==> src/rtl/vga_pkg.sv <==
// rtl/vga_pkg.sv - shared defaults and constants for the VGA layer mixer
package vga_pkg;

  localparam int RGB_W_DEF        = 12;
  localparam int N_LAYERS_DEF     = 8;
  localparam int BLINK_FRAMES_DEF = 30;

  localparam logic [RGB_W_DEF-1:0] RGB_BLACK = '0;

endpackage

==> src/rtl/vga_layer_mixer_if.sv <==
// rtl/vga_layer_mixer_if.sv - overlay layer bus feeding the mixer
interface vga_layer_mixer_if #(
  parameter int N_LAYERS = 8,
  parameter int RGB_W    = 12
);

  logic [N_LAYERS*RGB_W-1:0] layer_rgb;
  logic [N_LAYERS-1:0]       layer_ok;
  logic [N_LAYERS-1:0]       layer_en;
  logic [N_LAYERS-1:0]       blink_en;
  logic [RGB_W-1:0]          bg_rgb;

  modport master (
    output layer_rgb, layer_ok, layer_en, blink_en, bg_rgb
  );

  modport slave (
    input layer_rgb, layer_ok, layer_en, blink_en, bg_rgb
  );

endinterface

==> src/rtl/vga_prio_mux.sv <==
// rtl/vga_prio_mux.sv - lowest-index-first colour select with found flag
module vga_prio_mux #(
  parameter int N_LAYERS = 8,
  parameter int RGB_W    = 12
) (
  input  logic [N_LAYERS*RGB_W-1:0] rgb_i,
  input  logic [N_LAYERS-1:0]       visible_i,
  output logic [RGB_W-1:0]          rgb_o,
  output logic                      found_o
);

  // Scan from the top so the lowest visible index is the last write and wins.
  always_comb begin
    rgb_o   = '0;
    found_o = 1'b0;
    for (int i = N_LAYERS - 1; i >= 0; i--) begin
      if (visible_i[i]) begin
        rgb_o   = rgb_i[i*RGB_W +: RGB_W];
        found_o = 1'b1;
      end
    end
  end

endmodule

==> src/rtl/vga_layer_mixer.sv <==
// rtl/vga_layer_mixer.sv - two-stage priority overlay compositor with frame-based blink
module vga_layer_mixer
  import vga_pkg::*;
#(
  parameter int N_LAYERS     = N_LAYERS_DEF,
  parameter int RGB_W        = RGB_W_DEF,
  parameter int BLINK_FRAMES = BLINK_FRAMES_DEF
) (
  input  logic             clk,
  input  logic             reset,
  input  logic             pixel_tick,
  input  logic             video_on,
  input  logic             hsync_in,
  input  logic             vsync_in,
  vga_layer_mixer_if.slave lay,
  output logic [RGB_W-1:0] rgb,
  output logic             hsync,
  output logic             vsync,
  output logic             video_on_out,
  output logic             blink_phase
);

  localparam logic [7:0] FRAME_LAST = 8'(BLINK_FRAMES - 1);

  logic [N_LAYERS*RGB_W-1:0] s1_rgb_q;
  logic [N_LAYERS-1:0]       s1_ok_q, s1_en_q, s1_blink_q;
  logic                      s1_von_q, s1_hs_q, s1_vs_q;

  logic [RGB_W-1:0] rgb_q, rgb_d;
  logic             hs_q, vs_q, von_q;
  logic             vs_prev_q;
  logic [7:0]       frame_cnt_q, frame_cnt_d;
  logic             phase_q, phase_d;

  logic [N_LAYERS-1:0] visible;
  logic [RGB_W-1:0]    sel_rgb;
  logic                sel_found;
  logic                frame_start;

  assign visible = s1_ok_q & s1_en_q & ~(s1_blink_q & {N_LAYERS{phase_q}});

  vga_prio_mux #(
    .N_LAYERS (N_LAYERS),
    .RGB_W    (RGB_W)
  ) u_prio (
    .rgb_i     (s1_rgb_q),
    .visible_i (visible),
    .rgb_o     (sel_rgb),
    .found_o   (sel_found)
  );

  // Falling edge of raw vsync between consecutive pixel samples.
  assign frame_start = vs_prev_q & ~vsync_in;

  always_comb begin
    rgb_d       = sel_found ? sel_rgb : lay.bg_rgb;
    frame_cnt_d = frame_cnt_q;
    phase_d     = phase_q;
    if (!s1_von_q) begin
      rgb_d = RGB_W'(RGB_BLACK);
    end
    if (frame_start) begin
      if (frame_cnt_q == FRAME_LAST) begin
        frame_cnt_d = '0;
        phase_d     = ~phase_q;
      end else begin
        frame_cnt_d = frame_cnt_q + 8'd1;
      end
    end
  end

  always_ff @(posedge clk) begin
    if (reset) begin
      s1_rgb_q    <= '0;
      s1_ok_q     <= '0;
      s1_en_q     <= '0;
      s1_blink_q  <= '0;
      s1_von_q    <= 1'b0;
      s1_hs_q     <= 1'b1;
      s1_vs_q     <= 1'b1;
      rgb_q       <= '0;
      hs_q        <= 1'b1;
      vs_q        <= 1'b1;
      von_q       <= 1'b0;
      vs_prev_q   <= 1'b1;
      frame_cnt_q <= '0;
      phase_q     <= 1'b0;
    end else if (pixel_tick) begin
      s1_rgb_q    <= lay.layer_rgb;
      s1_ok_q     <= lay.layer_ok;
      s1_en_q     <= lay.layer_en;
      s1_blink_q  <= lay.blink_en;
      s1_von_q    <= video_on;
      s1_hs_q     <= hsync_in;
      s1_vs_q     <= vsync_in;
      rgb_q       <= rgb_d;
      hs_q        <= s1_hs_q;
      vs_q        <= s1_vs_q;
      von_q       <= s1_von_q;
      vs_prev_q   <= vsync_in;
      frame_cnt_q <= frame_cnt_d;
      phase_q     <= phase_d;
    end
  end

  assign rgb          = rgb_q;
  assign hsync        = hs_q;
  assign vsync        = vs_q;
  assign video_on_out = von_q;
  assign blink_phase  = phase_q;

endmodule

==> src/flat_wrapper.sv <==
// flat-port wrapper written by rule: the top's interface ports become plain ports
module vga_layer_mixer_flat import vga_pkg::*;
#(
  parameter int N_LAYERS     = N_LAYERS_DEF,
  parameter int RGB_W        = RGB_W_DEF,
  parameter int BLINK_FRAMES = BLINK_FRAMES_DEF
)
  (clk, reset, pixel_tick, video_on, hsync_in, vsync_in, rgb, hsync, vsync, video_on_out, blink_phase, lay_layer_rgb, lay_layer_ok, lay_layer_en, lay_blink_en, lay_bg_rgb);
  vga_layer_mixer_if #(.N_LAYERS(N_LAYERS), .RGB_W(RGB_W)) lay_i ();
  input  logic clk;
  input  logic reset;
  input  logic pixel_tick;
  input  logic video_on;
  input  logic hsync_in;
  input  logic vsync_in;
  output logic [RGB_W-1:0] rgb;
  output logic hsync;
  output logic vsync;
  output logic video_on_out;
  output logic blink_phase;
  input wire logic [$bits(lay_i.layer_rgb)-1:0] lay_layer_rgb;
  input wire logic [$bits(lay_i.layer_ok)-1:0] lay_layer_ok;
  input wire logic [$bits(lay_i.layer_en)-1:0] lay_layer_en;
  input wire logic [$bits(lay_i.blink_en)-1:0] lay_blink_en;
  input wire logic [$bits(lay_i.bg_rgb)-1:0] lay_bg_rgb;
  assign lay_i.layer_rgb = lay_layer_rgb;
  assign lay_i.layer_ok = lay_layer_ok;
  assign lay_i.layer_en = lay_layer_en;
  assign lay_i.blink_en = lay_blink_en;
  assign lay_i.bg_rgb = lay_bg_rgb;
  vga_layer_mixer #(.N_LAYERS(N_LAYERS), .RGB_W(RGB_W), .BLINK_FRAMES(BLINK_FRAMES)) u_core (.clk(clk), .reset(reset), .pixel_tick(pixel_tick), .video_on(video_on), .hsync_in(hsync_in), .vsync_in(vsync_in), .lay(lay_i), .rgb(rgb), .hsync(hsync), .vsync(vsync), .video_on_out(video_on_out), .blink_phase(blink_phase));
endmodule
==> config.mk <==
export PLATFORM = sky130hd
export DESIGN_NAME = vga_layer_mixer_flat
export DESIGN_NICKNAME = d
export VERILOG_FILES = /design/src/rtl/vga_pkg.sv /design/src/rtl/vga_layer_mixer_if.sv /design/src/rtl/vga_prio_mux.sv /design/src/rtl/vga_layer_mixer.sv /design/src/flat_wrapper.sv
export SDC_FILE = /design/constraint.sdc
export NUM_CORES = 1
export LEC_CHECK = 0
export CORE_MARGIN = 2
export CORE_UTILIZATION = 30
export CTS_BUF_LIST = sky130_fd_sc_hd__clkbuf_2 sky130_fd_sc_hd__clkbuf_4 sky130_fd_sc_hd__clkbuf_8
export DETAILED_ROUTE_END_ITERATION = 8
export SYNTH_ARGS = -nofsm -noshare
export SYNTH_HDL_FRONTEND = slang
export SYNTH_HIERARCHICAL = 1
export SYNTH_SLANG_ARGS = --single-unit
==> constraint.sdc <==
create_clock -name clk -period 2.35 [get_ports clk]
set_input_delay 0.47 -clock clk [delete_from_list [all_inputs] [get_ports clk]]
set_output_delay 0.47 -clock clk [all_outputs]
set_load 0.005 [all_outputs]
## Word-level counts from Yosys, hierarchy flattened

Cells that the tools add are included.

| storage, ports and cells | value |
|---|---|
| bits in registers | 147 |
| input bits | 138 |
| output and inout port bits | 16 |

| cells by class | value |
|---|---|
| $add $sub $neg | 1 |
| equality and inequality tests | 1 |
| muxes and demuxes | 19 |
| bitwise gates (word level) | 7 |
| reduce and logical (&&, ||, !) cells | 2 |

Operators with widths:

| operator | count |
|---|---|
| 2-to-1 mux 12 bit | 10 |
| bitwise AND 8 bit | 3 |
| adder 8 x 1 -> 8 bit, second input constant | 1 |
| == test 8 x 5 -> 1 bit, second input constant | 1 |
| 2-to-1 mux 1 bit | 8 |
| 2-to-1 mux 8 bit | 1 |
| NOT 8 bit | 1 |
| AND reduction 3 bit | 1 |
| NOT 1 bit | 2 |
| AND reduction 2 bit | 1 |
| bitwise AND 1 bit | 1 |

## Longest topological paths before layout

Gate-level depths: netlist of the first run.

| depth | value |
|---|---|
| depth in word-level cells | 13 |
| gate-level depth with buffers | 10 |

## Modules after synthesis

The synthesis of the first run kept the hierarchy.

By module, submodules not included:

| module | instances | cells an instance | area each (um^2) | seq. area each (um^2) |
|---|---|---|---|---|
| vga_layer_mixer | 1 | 529 | 5440.2 | 2942.8 |
| vga_prio_mux | 1 | 133 | 889.6 | 0.0 |

## Worst setup path before layout of the first run

OpenSTA, ideal clock, no wires.

| timing path | value |
|---|---|
| path kind | register -> register |
| from | register u_core.phase_q (netlist: u_core/blink_phase) |
| to | register u_core.rgb_q[1] (netlist: u_core/rgb[1]) |
| library setup time | 0.128 ns |
| arrival time | 2.326 ns |
| data required time | 2.222 ns |
| slack | -0.104 ns |
| cell stages (with the launch flop) | 10 |
| buffers on the path | 3 |
| clock period less this slack | 2.454 ns |
| cells stage by stage | dfxtp_1 buf_4 a21oi_1 buf_6 or4_1 or4_1 buf_1 mux2_2 a22oi_1 nor2_1 |

| on the way | value |
|---|---|
| elaborated cells on any way between the ends | 21 |
| those cells by class | mux: 18; bitwise: 3 |

RTL lines:

| what | RTL line | source |
|---|---|---|
| start, declared | vga_layer_mixer.sv:33 | `logic phase_q, phase_d;` |
| start signal, assigned | vga_layer_mixer.sv:102 | `phase_q <= phase_d;` |
| bitwise AND 8 bit | vga_layer_mixer.sv:40 | `assign visible = s1_ok_q & s1_en_q & ~(s1_blink_q & {N_LAYERS{phase_q}});` |
| NOT 8 bit | vga_layer_mixer.sv:40 |  |
| bitwise AND 8 bit | vga_layer_mixer.sv:40 |  |
| named net u_core.visible[5] | vga_layer_mixer.sv:35 | `logic [N_LAYERS-1:0] visible;` |
| 2-to-1 mux 1 bit (6 in a row) | vga_prio_mux.sv:17 | `if (visible_i[i]) begin` |
| named net u_core.sel_found | vga_layer_mixer.sv:37 | `logic sel_found;` |
| 2-to-1 mux 12 bit | vga_layer_mixer.sv:56 | `rgb_d = sel_found ? sel_rgb : lay.bg_rgb;` |
| 2-to-1 mux 12 bit | vga_layer_mixer.sv:59 | `if (!s1_von_q) begin` |
| end signal, assigned | vga_layer_mixer.sv:96 | `rgb_q <= rgb_d;` |
| end, declared | vga_layer_mixer.sv:29 | `logic [RGB_W-1:0] rgb_q, rgb_d;` |

The timed path passes the listed nets, and every way through them passes these cells.
A chain may end at the register's enable or synchronous reset.

## Final worst setup path of the first run

| timing path | value |
|---|---|
| from | register u_core.phase_q (netlist: u_core/blink_phase) |
| to | register u_core.rgb_q[3] (netlist: u_core/rgb[3]) |

| on the way | value |
|---|---|
| word-level cells in the longest chain between the ends | 13 |
| elaborated cells on any way between the ends | 21 |
| those cells by class | mux: 18; bitwise: 3 |

RTL lines:

| what | RTL line |
|---|---|
| bitwise AND 8 bit | vga_layer_mixer.sv:40 |
| NOT 8 bit | vga_layer_mixer.sv:40 |
| bitwise AND 8 bit | vga_layer_mixer.sv:40 |
| named net u_core.visible[7] | vga_layer_mixer.sv:35 |
| 2-to-1 mux 1 bit (8 in a row) | vga_prio_mux.sv:17 |
| named net u_core.sel_found | vga_layer_mixer.sv:37 |
| 2-to-1 mux 12 bit | vga_layer_mixer.sv:56 |
| 2-to-1 mux 12 bit | vga_layer_mixer.sv:59 |

The timed path passes the listed nets, and every way through them passes these cells.

==> summary.txt, run 1 <==
Yosys
  • Number of flops mapped to enable cells by yosys: 0
  • FFs w/ async S/R, synth: 0
  • Yosys Warn Count: 6
  • Ys flop type: sky130_fd_sc_hd__dfxtp_1
  • Number of register bits inferred by synthesis: 147
  • Netlist cell types: 42
  • Synth Area in Adders: 0.00395
  • Largest family of logic cells by synthesized area: multiplexers
  • Synth area leaders: sky130_fd_sc_hd__dfxtp_1 46%, sky130_fd_sc_hd__mux2i_1 20%, sky130_fd_sc_hd__nor2_1 8.1%
  • Compound-Gate Fraction of Synth Area: 0.129
  • Post-synth net total: 802
  • Multiplexer share of the synthesized area: 0.217
  • Post-synthesis simple-gate area fraction: 0.135
  • Xor-xnor portion of the synthesized cell area: 0.00277
  • Dominant cell type by area after synthesis: sky130_fd_sc_hd__dfxtp_1
  • Most common cell in the netlist: sky130_fd_sc_hd__dfxtp_1
  • Mean cell area of the mapped netlist: roughly 9.6 sq um
  • Cell count after synthesis: roughly 660
  • Sequential fraction of the synthesis area: 0.465
  • Top-area cell type share of the netlist area: 0.465
  • Ranking of synthesized cells by instance count: 147 x sky130_fd_sc_hd__dfxtp_1, 137 x sky130_fd_sc_hd__nor2_1, 124 x sky130_fd_sc_hd__mux2i_1, 30 x sky130_fd_sc_hd__nand2_1, 28 x sky130_fd_sc_hd__clkbuf_1
  • Mapped Area: roughly 6300 sq um

Placed design
  • Final weighted congestion in routability-driven placement: 0.821
  • IO Port Bufs: 153
  • Placed Area: 8160 sq um
  • Post-DP HPWL: between 10000 and 15000 um

Setup path
  • Buffers & Inverters on Critical Path: 0
  • Delay of the slowest cell on the worst path: 570 ps
  • Cell repeated most along the worst path: sky130_fd_sc_hd__or4_4
  • Cell Chain, Critical Path: a21oi_1 -> or4_4 -> or4_4 -> mux2_2 -> a22oi_1 -> nor2_1
  • Worst-path cell with the longest stage delay: sky130_fd_sc_hd__or4_4
  • Dominant delay contributor by cell family on the critical path: simple AND/OR/NAND/NOR gates
  • CP Max Fanout: 6
  • Data arrival time at the worst-slack endpoint: about 2600 ps
  • Worst Path Required: approximately 2700 ps
  • Category of the worst setup path capture point: register
  • Setup Crit Path Kind: reg2reg
  • Startpoint types: register

Final layout
  • End-of-flow core utilization: 0.415
  • Final net count: 942
  • Number of antenna diodes: 0
  • Area Overhead vs Synth: 37.0%
  • Cell area after layout: roughly 8700 sq um
  • Layout cell share with drive strength beyond 1: 0.0982

STA
  • Final hold violation count: 0
  • Setup violations, final: 0
  • Maximum clock skew at final layout: between 10 and 15 ps
  • Fraction of the cycle the final worst path needs: 0.964
  • Final min period: roughly 2300 ps
  • Highest clock rate: about 0.44 GHz
  • RSZ-0062 raised after global routing: no
  • Number of pins with negative max-slew slack in the final report: 0
  • Worst hold slack: 378 ps
  • Worst-Margin Slew: 661 ps
  • Worst slew margin relative to its limit: 0.559

Floorplanning
  • Number of cell rows: 53
  • Area enclosed by the die boundary: around 22000 sq um
  • Starting utilization of the core area: 0.303
  • Area of the core: approximately 21000 sq um
  • Die height: 149 um
  • Width of the die: approximately 150 um
  • I/O pin count: ~150

Route
  • Residual DRC count: 0
  • Total number of vias: roughly 5300
  • Final Routed Wirelength: ~20000 um
  • Via-per-instance ratio: between 4 and 5
  • Post-route antenna net violation count: 0
  • Routed wire per std cell: 18.0 um
  • Number of detailed-route iterations in the first pass: 6
  • Starting DRC count in detailed routing: ~420

Global route
  • Number of antenna violations at the first check in global routing: 0
  • Maximum number of pins on one net before global-route repair: 91
  • Via count of the first global-routing pass: about 5300
  • Overall fraction of global-route tracks in use: 0.175
  • Overflow left after global routing: 0
  • First-pass GRT wire length: ~30000 um

Clocking
  • Clock tree from TritonCTS: built
  • Largest buffer count on any clock path: 2
  • Total clock sinks: roughly 150
  • Clock buffers created by TritonCTS: 17
  • H-tree lvl count: 4
  • Buffer cell driving the clock tree root: sky130_fd_sc_hd__clkbuf_8
  • Clock slew at reported path FFs: roughly 90 ps
  • Clock insertion delay at the later pin of the skew report: ~450 ps

Power and ir drop
  • Lkg Pwr: ~3.6 nW
  • Largest voltage drop on the vdd net: ~0.00033 V
  • PD cells: approximately 670 nW/um^2

Flow run
  • Maximum Capacitance Violations: 0

Worst hold path
  • Worst hold path type: in2reg

Status
  • Result of the run: complete, no violations
[cell type report]
class	instances	area [sq um]
fillers	2081	12200
multi-input cells	446	3140
flip-flops and latches	147	2950
repair buffers	171	1700
well taps	275	344
clock buffers	18	241
clock inverters	14	225
inverters	19	71.3
[per-layer routing]
layer	GRT usage	vias up	routed length, um	part of all wire
met2	0.287	149	9360	0.48
li1	-	2631	-	-
met5	0	-	0	0
met3	0.0486	18	1100	0.056
met4	0.0476	0	335	0.017
met1	0.227	2515	8780	0.45
[flip-flops by register name, summed over array words and instances (netlist names)]
register,cells
u_core/s1_blink_q,8
u_core/s1_rgb_q,96
u_core/video_on_out,1
u_core/s1_ok_q,8
u_core/hsync,1
u_core/vs_prev_q,1
u_core/rgb,12
u_core/vsync,1
u_core/blink_phase,1
u_core/s1_hs_q,1
u_core/s1_von_q,1
u_core/s1_en_q,8
u_core/frame_cnt_q,8
[cells in the final DEF (no fill, tap or decap), drive strengths merged, types with 5 or more instances in the layout]
| cell type | instances |
|---|---|
| nor2 | 137 |
| o221ai | 11 |
| nand2 | 30 |
| a22oi | 24 |
| a221o | 12 |
| or4 | 5 |
| a221oi | 12 |
| mux2 | 12 |
| a211o | 12 |
| mux2i | 124 |
| inv | 22 |
| nand3b | 12 |
| clkdlybuf4s50 | 151 |
| dfxtp | 147 |
| a21oi | 26 |
| bufinv | 5 |
| buf | 20 |
| clkbuf | 18 |
[final timing paths]
kind,start,to,slack (ps),cells after the start
min,reset,u_core/s1_von_q,380,2
min reg2reg,u_core/hsync,u_core/hsync,480,2
max,u_core/blink_phase,u_core/rgb[3],80,6
max reg2reg,u_core/blink_phase,u_core/rgb[3],80,6
[metrics by stage]
stage / setup TNS [ps] / setup slack, ps / cells / power [mW]
after floorplan: 0 / 4.38 / 662 / 3.12
after global placement: 0 / 57.6 / 1056 / 3.50
after detailed placement: -148 / -26.1 / 1056 / 3.51
after CTS: 0 / 55.3 / 1088 / 5.84
after global routing: 0 / 10.7 / 1090 / 6.02
final: 0 / 84.4 / 1090 / 5.78
[report_power, final]
group          internal, mW  switching, mW  total [mW]
Sequential             2.62         0.0956        2.72
Combinational         0.429          0.310       0.739
Clock                  1.29           1.04        2.32
Total                  4.34           1.44        5.78
[cell families (layout without fill, tap and decap cells)]
| group | count (synthesis) | in the layout |
|---|---|---|
| mux | 136 | 136 |
| buf+inv | 70 | 222 |
| fa+ha+maj | 2 | 2 |
| flops | 147 | 147 |
| simple gates | 197 | 198 |
| xor+xnor | 2 | 2 |
| compound gates | 108 | 108 |
[what timing repair did]
item | in CTS | in global routing
setup buffers | 0 | 1
pin swaps | 0 | 1
gates resized for setup | 1 | 8
cloned | 0 | 1
endpoints found under the setup margin | 12 | 12
hold buffers | 0 | 0
No activity file was read; power rests on OpenSTA's default activity.
==> run 2: changes to the inputs <==
==> constraint.sdc (replaced) <==
create_clock -name clk -period 2.35 [get_ports clk]
set_input_delay 0.47 -clock clk [delete_from_list [all_inputs] [get_ports clk]]
set_output_delay 0.47 -clock clk [all_outputs]
set_load 0.01 [all_outputs]
==> summary.txt, run 2 (synthesis results as in run 1) <==
Global route
  • Overflow left after global routing: 0
  • Number of antenna violations at the first check in global routing: 0
  • First-pass GRT wire length: about 29000 um
  • Maximum number of pins on one net before global-route repair: between 70 and 80
  • Overall fraction of global-route tracks in use: 0.175
  • Via count of the first global-routing pass: 5132

Worst hold path
  • Worst hold path type: in2reg
  • Worst hold path cell count: 3

STA
  • Number of pins with negative max-slew slack in the final report: 0
  • Final min period: approximately 2300 ps
  • Worst slew margin relative to its limit: 0.534
  • Setup violations, final: 0
  • Fraction of the cycle the final worst path needs: 0.967
  • Final total negative setup slack: 0 ps
  • RSZ-0062 raised after global routing: yes
  • Worst-Margin Slew: roughly 700 ps
  • Maximum clock skew at final layout: 12.6 ps
  • Final hold violation count: 0
  • Highest clock rate: between 0.4 and 0.5 GHz

Final layout
  • Layout cell share with drive strength beyond 1: 0.0989
  • Commonest cells after routing, fill and taps aside: 151 x sky130_fd_sc_hd__clkdlybuf4s50_1, 146 x sky130_fd_sc_hd__dfxtp_1, 137 x sky130_fd_sc_hd__nor2_1
  • Area Overhead vs Synth: 37.1%
  • Cell area after layout: between 8000 and 9000 sq um
  • Final net count: around 950
  • Most common cell after layout, fill and taps aside: sky130_fd_sc_hd__clkdlybuf4s50_1
  • Number of antenna diodes: 0
  • Sequential Area: ~2900 sq um
  • Flip-flop count of the largest register, all copies and words added: 96
  • Footprint of the multi-input gates: 3130 sq um
  • Fillcell total: 2063
  • Top register by number of flip-flops: u_core/s1_rgb_q

Power and ir drop
  • Sequential share of power: 0.472
  • Lkg Pwr: around 3.7 nW
  • Proportion of total power due to net switching: 0.246
  • Largest voltage drop on the vdd net: 0.000333 V
  • Share of power burned in combinational logic: 0.129
  • PD cells: between 600 and 700 nW/um^2
  • Net Sw Power: around 1.4 mW
  • P_int: 4.34 mW
  • Clk pwr share: 0.399

Clocking
  • Clock buffers created by TritonCTS: 17
  • Clock slew at reported path FFs: ~80 ps
  • Total clock sinks: ~150
  • Clock insertion delay at the later pin of the skew report: approximately 460 ps
  • Buffer cell driving the clock tree root: sky130_fd_sc_hd__clkbuf_8
  • Clock tree from TritonCTS: built
  • H-tree lvl count: 4
  • Largest buffer count on any clock path: 2

Placed design
  • Final weighted congestion in routability-driven placement: around 0.84
  • Post-DP HPWL: around 14000 um
  • Placed Area: approximately 8000 sq um
  • IO Port Bufs: about 150

Route
  • Residual DRC count: 0
  • Final Routed Wirelength: 19700 um
  • Routed wire per std cell: ~18 um
  • Starting DRC count in detailed routing: 494
  • Total number of vias: between 5000 and 6000
  • Post-route antenna net violation count: 0
  • Via-per-instance ratio: ~4.9
  • Number of detailed-route iterations in the first pass: 6

Setup path
  • CP Max Fanout: 6
  • Category of the worst setup path capture point: register
  • Data arrival time at the worst-slack endpoint: 2590 ps
  • Setup Crit Path Kind: reg2reg
  • Worst-path cell with the longest stage delay: sky130_fd_sc_hd__or4_4
  • Startpoint types: register
  • Cell Chain, Critical Path: a21oi_1 -> or4_4 -> or4_4 -> mux2_2 -> a22oi_1 -> nor2_1
  • Delay of the slowest cell on the worst path: around 600 ps
  • Worst Path Required: roughly 2700 ps
  • Cell repeated most along the worst path: sky130_fd_sc_hd__or4_4
  • FF-to-FF path depth: 6

Floorplanning
  • Number of cell rows: between 50 and 60
  • Area of the core: about 21000 sq um
  • Die height: about 150 um
  • Starting utilization of the core area: 0.303
  • Width of the die: 149 um
  • Area enclosed by the die boundary: 22300 sq um
  • I/O pin count: between 150 and 200

Flow run
  • Maximum Capacitance Violations: 0

Status
  • Result of the run: complete, no violations
[run 2: per-stage QoR]
step	hold WS, ps	setup WS [ps]	power (mW)	util	instances
global placement	458	74.3	3.51	0.392	1060
detailed placement	457	23.5	3.51	0.392	1060
floorplan	441	17.7	3.13	-	662
finish	284	76.7	5.76	0.415	1094
CTS	260	11.6	5.80	0.413	1091
global route	269	2.45	6.00	0.415	1094
[run 2: metal layers]
layer	up-vias	track usage	part of all wire	wire length [um]
met5	-	0	0	0
met4	0	0.0395	0.0091	179
met3	16	0.0462	0.057	1130
met2	154	0.287	0.48	9440
met1	2509	0.231	0.45	8950
li1	2646	-	-	-
[run 2: worst max-delay path: cells and delay by family, from the launching register on]
kind	cells	cell delay (ps)
AOI/OAI and AO/OA	2	260
DFF	1	380
and+or+nand+nor	3	1220
muxes	1	290
[run 2: power by group through the flow]
stage	registers, mW	clock network (mW)	logic [mW]
6_report	2.72	2.30	0.742
5_1_grt	2.73	2.46	0.806
4_1_cts	2.72	2.34	0.740
3_5_place_dp	2.78	0	0.735
3_3_place_gp	2.78	0	0.733
2_1_floorplan	2.74	0	0.387
[run 2: timing repair]
action,CTS,global route
setup buffers,0,2
endpoints found under the setup margin,0,12
resized for setup,0,5
hold buffers,0,0
[run 2: path summary, 6_finish.rpt]
path | start | to | slack, ps
setup / recovery | u_core/blink_phase | u_core/rgb[4] | 80
hold / removal | pixel_tick | u_core/vsync | 280
setup reg to reg | u_core/blink_phase | u_core/rgb[4] | 80
hold reg to reg | u_core/s1_hs_q | u_core/s1_hs_q | 480
[run 2: final cells by class]
cell class / instances / area share
clock buffer: 18 / 0.0286
inverter: 19 / 0.00822
sequential: 147 / 0.340
tap: 275 / 0.0397
clock inverter: 13 / 0.0239
multi-input combinational: 446 / 0.361
timing repair buffer: 176 / 0.199
